--- config.mk ---
export PLATFORM = sky130hd
export DESIGN_NAME = instruction_fetch_sequencer_flat
export DESIGN_NICKNAME = d
export VERILOG_FILES = /design/src/rtl/instruction_fetch_sequencer_pkg.sv /design/src/rtl/instruction_fetch_sequencer_if.sv /design/src/rtl/instruction_fetch_sequencer_program_counter.sv /design/src/rtl/instruction_fetch_sequencer.sv /design/src/flat_wrapper.sv
export SDC_FILE = /design/constraint.sdc
export NUM_CORES = 1
export LEC_CHECK = 0
export CORE_ASPECT_RATIO = 1.5
export CORE_UTILIZATION = 39
export CTS_CLUSTER_DIAMETER = 150
export DETAILED_ROUTE_END_ITERATION = 8
export GPL_ROUTABILITY_DRIVEN = 0
export PLACE_DENSITY = 0.85
export REMOVE_ABC_BUFFERS = 1
export SLEW_MARGIN = 40
export SYNTH_ARGS = -nofsm -noshare
export SYNTH_HDL_FRONTEND = slang
export SYNTH_SLANG_ARGS = --single-unit
--- constraint.sdc ---
create_clock -name Clock -period 3.35 [get_ports Clock]
set_clock_uncertainty 0.15 [all_clocks]
set_input_delay 1.005 -clock Clock [delete_from_list [all_inputs] [get_ports Clock]]
set_output_delay 1.005 -clock Clock [all_outputs]
set_load 0.02 [all_outputs]
--- src/rtl/instruction_fetch_sequencer_pkg.sv ---
// Shared fetch-state encoding, IR byte-select codes and the reset PC.
// Latency: none; this package holds only types and constants.
// Backpressure: none; the package contains no logic.
package instruction_fetch_sequencer_pkg;

   typedef enum logic [1:0] {
      IDLE     = 2'd0,
      FETCH_LO = 2'd1,
      FETCH_HI = 2'd2,
      DONE     = 2'd3
   } fetch_state_t;

   localparam logic        IR_LH_LOW      = 1'b0;
   localparam logic        IR_LH_HIGH     = 1'b1;
   localparam logic [15:0] PC_RESET_VALUE = 16'h0000;

endpackage

--- src/rtl/instruction_fetch_sequencer_if.sv ---
// Bundles the control, memory and IR load signals of the fetch sequencer.
// Latency: none; the interface is wiring only.
// Backpressure: memory stalls a byte through MemReady; control waits on Done.
interface instruction_fetch_sequencer_if #(
   parameter int ADDR_W = 16,
   parameter int DATA_W = 8
);
   logic              Start;
   logic              PCLoad;
   logic [ADDR_W-1:0] PCIn;
   logic [DATA_W-1:0] MemData;
   logic              MemReady;
   logic              MemRead;
   logic [ADDR_W-1:0] MemAddr;
   logic              IRWrite;
   logic              IRLH;
   logic [DATA_W-1:0] IRData;
   logic [ADDR_W-1:0] PCOut;
   logic              Busy;
   logic              Done;

   // The sequencer side.
   modport master (
      input  Start, PCLoad, PCIn, MemData, MemReady,
      output MemRead, MemAddr, IRWrite, IRLH, IRData, PCOut, Busy, Done
   );

   // The control unit, memory and IR side.
   modport slave (
      output Start, PCLoad, PCIn, MemData, MemReady,
      input  MemRead, MemAddr, IRWrite, IRLH, IRData, PCOut, Busy, Done
   );
endinterface

--- src/rtl/instruction_fetch_sequencer_program_counter.sv ---
// Program counter register with a parallel load and an increment by one.
// Latency: a load or an increment becomes visible on pc one cycle later.
// Backpressure: none; the counter holds its value when neither load nor inc is set.
module program_counter #(
   parameter int                ADDR_W   = 16,
   parameter logic [ADDR_W-1:0] PC_RESET = '0
) (
   input  logic              Clock,
   input  logic              Reset,
   input  logic              load,
   input  logic [ADDR_W-1:0] load_value,
   input  logic              inc,
   output logic [ADDR_W-1:0] pc
);

   // Load wins over increment; the increment wraps modulo 2^ADDR_W.
   always_ff @(posedge Clock) begin
      if (!Reset) begin
         pc <= PC_RESET;
      end else if (load) begin
         pc <= load_value;
      end else if (inc) begin
         pc <= pc + ADDR_W'(1);
      end
   end

endmodule

--- src/rtl/instruction_fetch_sequencer.sv ---
// Fetches one 16-bit instruction as two bytes (low byte, then high byte) into the IR.
// Latency: the IR bytes are written on the edges after Start; Done follows one cycle later.
// Backpressure: each byte holds in its state until MemReady; Start is ignored while busy.
module instruction_fetch_sequencer
   import instruction_fetch_sequencer_pkg::*;
#(
   parameter int                ADDR_W   = 16,
   parameter int                DATA_W   = 8,
   parameter logic [ADDR_W-1:0] PC_RESET = ADDR_W'(PC_RESET_VALUE)
) (
   input logic                          Clock,
   input logic                          Reset,
   instruction_fetch_sequencer_if.master bus
);

   fetch_state_t      state;
   fetch_state_t      state_nxt;
   logic              pc_load;
   logic              pc_inc;
   logic [ADDR_W-1:0] pc;

   program_counter #(
      .ADDR_W   (ADDR_W),
      .PC_RESET (PC_RESET)
   ) u_program_counter (
      .Clock      (Clock),
      .Reset      (Reset),
      .load       (pc_load),
      .load_value (bus.PCIn),
      .inc        (pc_inc),
      .pc         (pc)
   );

   // State register; reset abandons any fetch in flight.
   always_ff @(posedge Clock) begin
      if (!Reset) begin
         state <= IDLE;
      end else begin
         state <= state_nxt;
      end
   end

   // Next state, PC control and state-decoded outputs.
   always_comb begin
      state_nxt   = state;
      pc_load     = 1'b0;
      pc_inc      = 1'b0;
      bus.MemRead = 1'b0;
      bus.IRWrite = 1'b0;
      bus.IRLH    = IR_LH_LOW;
      bus.Busy    = 1'b0;
      bus.Done    = 1'b0;
      case (state)
         IDLE: begin
            // A jump and a start in the same cycle fetch from the new PC.
            pc_load = bus.PCLoad;
            if (bus.Start) begin
               state_nxt = FETCH_LO;
            end
         end
         FETCH_LO: begin
            bus.Busy    = 1'b1;
            bus.MemRead = 1'b1;
            bus.IRWrite = bus.MemReady;
            pc_inc      = bus.MemReady;
            if (bus.MemReady) begin
               state_nxt = FETCH_HI;
            end
         end
         FETCH_HI: begin
            bus.Busy    = 1'b1;
            bus.MemRead = 1'b1;
            bus.IRLH    = IR_LH_HIGH;
            bus.IRWrite = bus.MemReady;
            pc_inc      = bus.MemReady;
            if (bus.MemReady) begin
               state_nxt = DONE;
            end
         end
         DONE: begin
            bus.Done  = 1'b1;
            state_nxt = IDLE;
         end
         default: begin
            state_nxt = IDLE;
         end
      endcase
   end

   // The address always shows PC; IR data is held at zero outside a read.
   assign bus.MemAddr = pc;
   assign bus.PCOut   = pc;
   assign bus.IRData  = bus.MemRead ? bus.MemData : '0;

endmodule

--- src/flat_wrapper.sv ---
// flat-port wrapper written by rule: the top's interface ports become plain ports
module instruction_fetch_sequencer_flat import instruction_fetch_sequencer_pkg::*;
#(
   parameter int                ADDR_W   = 16,
   parameter int                DATA_W   = 8,
   parameter logic [ADDR_W-1:0] PC_RESET = ADDR_W'(PC_RESET_VALUE)
)
  (Clock, Reset, bus_Start, bus_PCLoad, bus_PCIn, bus_MemData, bus_MemReady, bus_MemRead, bus_MemAddr, bus_IRWrite, bus_IRLH, bus_IRData, bus_PCOut, bus_Busy, bus_Done);
  instruction_fetch_sequencer_if #(.ADDR_W(ADDR_W), .DATA_W(DATA_W)) bus_i ();
  input logic Clock;
  input logic Reset;
  input wire logic [$bits(bus_i.Start)-1:0] bus_Start;
  input wire logic [$bits(bus_i.PCLoad)-1:0] bus_PCLoad;
  input wire logic [$bits(bus_i.PCIn)-1:0] bus_PCIn;
  input wire logic [$bits(bus_i.MemData)-1:0] bus_MemData;
  input wire logic [$bits(bus_i.MemReady)-1:0] bus_MemReady;
  output wire logic [$bits(bus_i.MemRead)-1:0] bus_MemRead;
  output wire logic [$bits(bus_i.MemAddr)-1:0] bus_MemAddr;
  output wire logic [$bits(bus_i.IRWrite)-1:0] bus_IRWrite;
  output wire logic [$bits(bus_i.IRLH)-1:0] bus_IRLH;
  output wire logic [$bits(bus_i.IRData)-1:0] bus_IRData;
  output wire logic [$bits(bus_i.PCOut)-1:0] bus_PCOut;
  output wire logic [$bits(bus_i.Busy)-1:0] bus_Busy;
  output wire logic [$bits(bus_i.Done)-1:0] bus_Done;
  assign bus_i.Start = bus_Start;
  assign bus_i.PCLoad = bus_PCLoad;
  assign bus_i.PCIn = bus_PCIn;
  assign bus_i.MemData = bus_MemData;
  assign bus_i.MemReady = bus_MemReady;
  assign bus_MemRead = bus_i.MemRead;
  assign bus_MemAddr = bus_i.MemAddr;
  assign bus_IRWrite = bus_i.IRWrite;
  assign bus_IRLH = bus_i.IRLH;
  assign bus_IRData = bus_i.IRData;
  assign bus_PCOut = bus_i.PCOut;
  assign bus_Busy = bus_i.Busy;
  assign bus_Done = bus_i.Done;
  instruction_fetch_sequencer #(.ADDR_W(ADDR_W), .DATA_W(DATA_W), .PC_RESET(PC_RESET)) u_core (.Clock(Clock), .Reset(Reset), .bus(bus_i));
endmodule
==> results_dict.tcl <==
set metrics [dict create \
    status "finished, final reports clean" \
    cts_tree "yes" \
    pin_count 74 \
    synth_xor_area_share_pct 9.73 \
    ys_seq_area_share_pct 30.8 \
    clk_pin_slew_worst_paths_ns 0.07 \
    vias 1208 \
    htree_levels 1 \
    crit_family "buffers and inverters" \
    ys_warn_count 0 \
    clock_latency_ns 0.25 \
    layout_setup_ws_ns 0.0224 \
    yosysMostFrequentCell "dfxtp_1" \
    die_x_um 46.7 \
    start_util_pct 40.6 \
    worst-setup-path-type "input port to output port" \
    post-place-ws_ns -0.0508 \
    endpoint_kind "output port" \
    ff2ff_setup_slack_ns 0.82 \
    nets 238 \
    slew_viol_final 0 \
    totalWireLength_mm 3.08 \
    dpl_cell_area_um2 1820 \
    maxSlewHeadroom_pct 66.8 \
    drc 0 \
    reg2regPathDepth 6 \
    fin_util_pct 65.0 \
    dieArea_um2 3230 \
    drive_gt1_share_pct 4.48 \
    postCtsSetupBuffers 0 \
    wl_per_cell_um 12.8 \
    worstPathMaxFanout 1 \
    crit_path_start "bus_MemData[3]" \
    drtIter0Drc 16 \
    synth_ff_type "dfxtp_1" \
    synth_area_leaders "dfxtp_1 31%, buf_4 11%, xnor2_1 9.7%" \
    timing.final.crit_share_pct 99.3 \
    synth_compound_area_share_pct 15.3 \
    muxShareOfSynthArea_pct 1.71 \
    final_area_um2 1870 \
    synth_edf_count 0 \
    cts_buffers 3 \
    clockBufferDepth 2 \
    r2r_end "u_core.u_program_counter.pc[14]" \
    worst-endpoint-required_ns 2.19 \
    powerDensity_nw_per_um2 762 \
    grt_pass1_vias 1194 \
    grt_max_degree 18 \
    r2r_start "u_core.state[1]" \
    crit_path_end "bus_IRData[3]" \
    power_mw 1.43 \
    overflow 0 \
    ys_seq_elements 18 \
    core_um2 2880 \
    ir_worst_vdd_mv 0.401 \
    worst_slew_pin_slew_ns 0.497 \
    worst_path_max_delay_cell "clkdlybuf4s50_1" \
    path_common_cell "clkdlybuf4s50_1" \
    yosys.area_share.simple_pct 20.6 \
    cp.depth 3 \
    portBuffers 73 \
    grt_pass1_wl_mm 4.99 \
    crit_arrival_ns 2.17 \
    ant_nets 0 \
    cts_root_buf "clkbuf_8" \
    syn-cell-area_um2 1170 \
    synth_fa_ha_area_share_pct 6.42 \
    cp-start-kind "input port" \
    synthArstFlopShare_pct 0 \
    place_inst 237 \
    cts_sinks 18 \
    synth_cell_types 26 \
    hold_viol 0 \
    drtPass1Iterations 4 \
    synth_top_family_by_area "simple AND/OR/NAND/NOR gates" \
    path_buf_inv 2 \
    vias_per_cell 5.03 \
    finalCriticalPeriod_ns 3.33 \
    leakagePower_nw 0.736 \
    rsz0062_at_grt "false" \
    std_cell_rows 24 \
    diodes 0 \
    dp_hpwl_mm 2.39 \
    crit_chain "clkdlybuf4s50_1, and2_1, clkdlybuf4s50_1" \
    layout.cells.non_filler 240 \
    hold_path.class "flip-flop to flip-flop" \
    drv_cap 0 \
    synth_common_cells "18 x dfxtp_1, 17 x buf_4, 13 x xnor2_1, 12 x nor2_1, 10 x o21ai_0" \
    cpPeakStageDelay_ns 0.61 \
    syn_area_per_cell_um2 8.07 \
    area_delta_synth_final_pct 60.1 \
    die_y_um 69.1 \
    setup_viol 0 \
    nFillCells 252 \
    yosysTopAreaCell "dfxtp_1" \
    grt_usage_pct 19.9 \
    clock.fmax_ghz 0.301 \
    cts-hold-fix-buffers 0 \
    synthCells 145 \
    synth_top_area_share_pct 30.8 \
    antenna_found_initial 0 \
]
where the power goes:
part	internal, mW	leakage, nW	switching (mW)	total [mW]
clock network	0.0798	0.0216	0.0698	0.150
registers	0.285	0.149	0.102	0.387
logic	0.439	0.565	0.451	0.890
total	0.805	0.736	0.622	1.43
worst min-delay path by stage:
| stage | startpoint | cells past startpoint | slack, ns | to |
|---|---|---|---|---|
| after floorplan | u_core.state[1] | 2 | 0.37 | u_core.state[1] |
| after global placement | u_core.u_program_counter.pc[14] | 2 | 0.38 | u_core.u_program_counter.pc[14] |
| after detailed placement | u_core.u_program_counter.pc[14] | 2 | 0.39 | u_core.u_program_counter.pc[14] |
| after CTS | u_core.state[1] | 2 | 0.42 | u_core.state[1] |
| after global routing | u_core.state[1] | 2 | 0.45 | u_core.state[1] |
| final | u_core.state[1] | 2 | 0.42 | u_core.state[1] |
tightest hold or removal path, stage by stage (launching register included):
cell and delay [ns]:
dfxtp_1 0.34, mux2i_1 0.14, nor2_1 0.05
metrics by stage:
| step | hold WS (ns) | setup TNS, ns |
|---|---|---|
| 3_5_place_dp | 0.392 | -0.0648 |
| 5_1_grt | 0.451 | 0 |
| 4_1_cts | 0.417 | 0 |
| 3_3_place_gp | 0.378 | -0.0368 |
| 6_report | 0.421 | 0 |
| 2_1_floorplan | 0.368 | 0 |
layout make-up:
| cell class | instances | area (µm²) | share of cell area, % |
|---|---|---|---|
| Timing Repair Buffer | 76 | 763 | 40.7 |
| Multi-Input combinational cell | 96 | 629 | 33.6 |
| Sequential cell | 18 | 360 | 19.2 |
| Tap cell | 39 | 48.8 | 2.61 |
| Clock buffer | 3 | 41.3 | 2.20 |
| Inverter | 8 | 30.0 | 1.60 |
timing repair:
action,CTS,global route
endpoints found under the hold margin,0,0
gates resized for setup,2,5
endpoints found under the setup margin,2,5
placed cells by master, fill, tap and decap left out:
master,netlist,final
nand3_2,1,1
dlygate4sd2_1,0,2
clkdlybuf4s50_1,0,66
o22ai_1,1,1
inv_1,8,8
nor2_1,12,12
and2_1,9,9
nand2_1,5,5
or3_1,1,1
dlymetal6s2s_1,0,5
nand4_1,2,2
nor4_1,4,4
a21oi_1,8,8
mux2i_1,2,2
nand3b_1,1,1
a21bo_2,1,1
ha_1,6,6
or4_1,1,1
nand3_1,3,3
a31oi_1,2,2
o21ai_0,10,10
nand4_2,1,1
clkbuf_8,0,3
dfxtp_1,18,18
nor3_1,5,5
o31ai_1,1,1
a211oi_1,7,7
buf_4,17,3
xnor2_1,13,13
sequential cells by signal (all words and copies together) (netlist names):
name and count:
u_core.u_program_counter.pc 16, u_core.state 2
routing by layer:
| layer | up-vias | track usage, % | wire, µm |
|---|---|---|---|
| met2 | 27 | 36.7 | 1780 |
| met5 | - | 0 | 0 |
| met3 | 4 | 1.83 | 84 |
| li1 | 591 | - | - |
| met4 | 0 | 6.35 | 38 |
| met1 | 586 | 22.1 | 1180 |
kinds of logic (layout without fill, tap and decap cells):
logic type / Yosys count / count (layout)
AND/OR/NAND/NOR: 45 / 45
buffers and inverters: 31 / 87
AO/OA/AOI/OAI: 30 / 30
flip-flops: 18 / 18
XOR/XNOR: 13 / 13
adder cells (fa/ha/maj): 6 / 6
multiplexers: 2 / 2
Power figures use the tool's default switching activity.
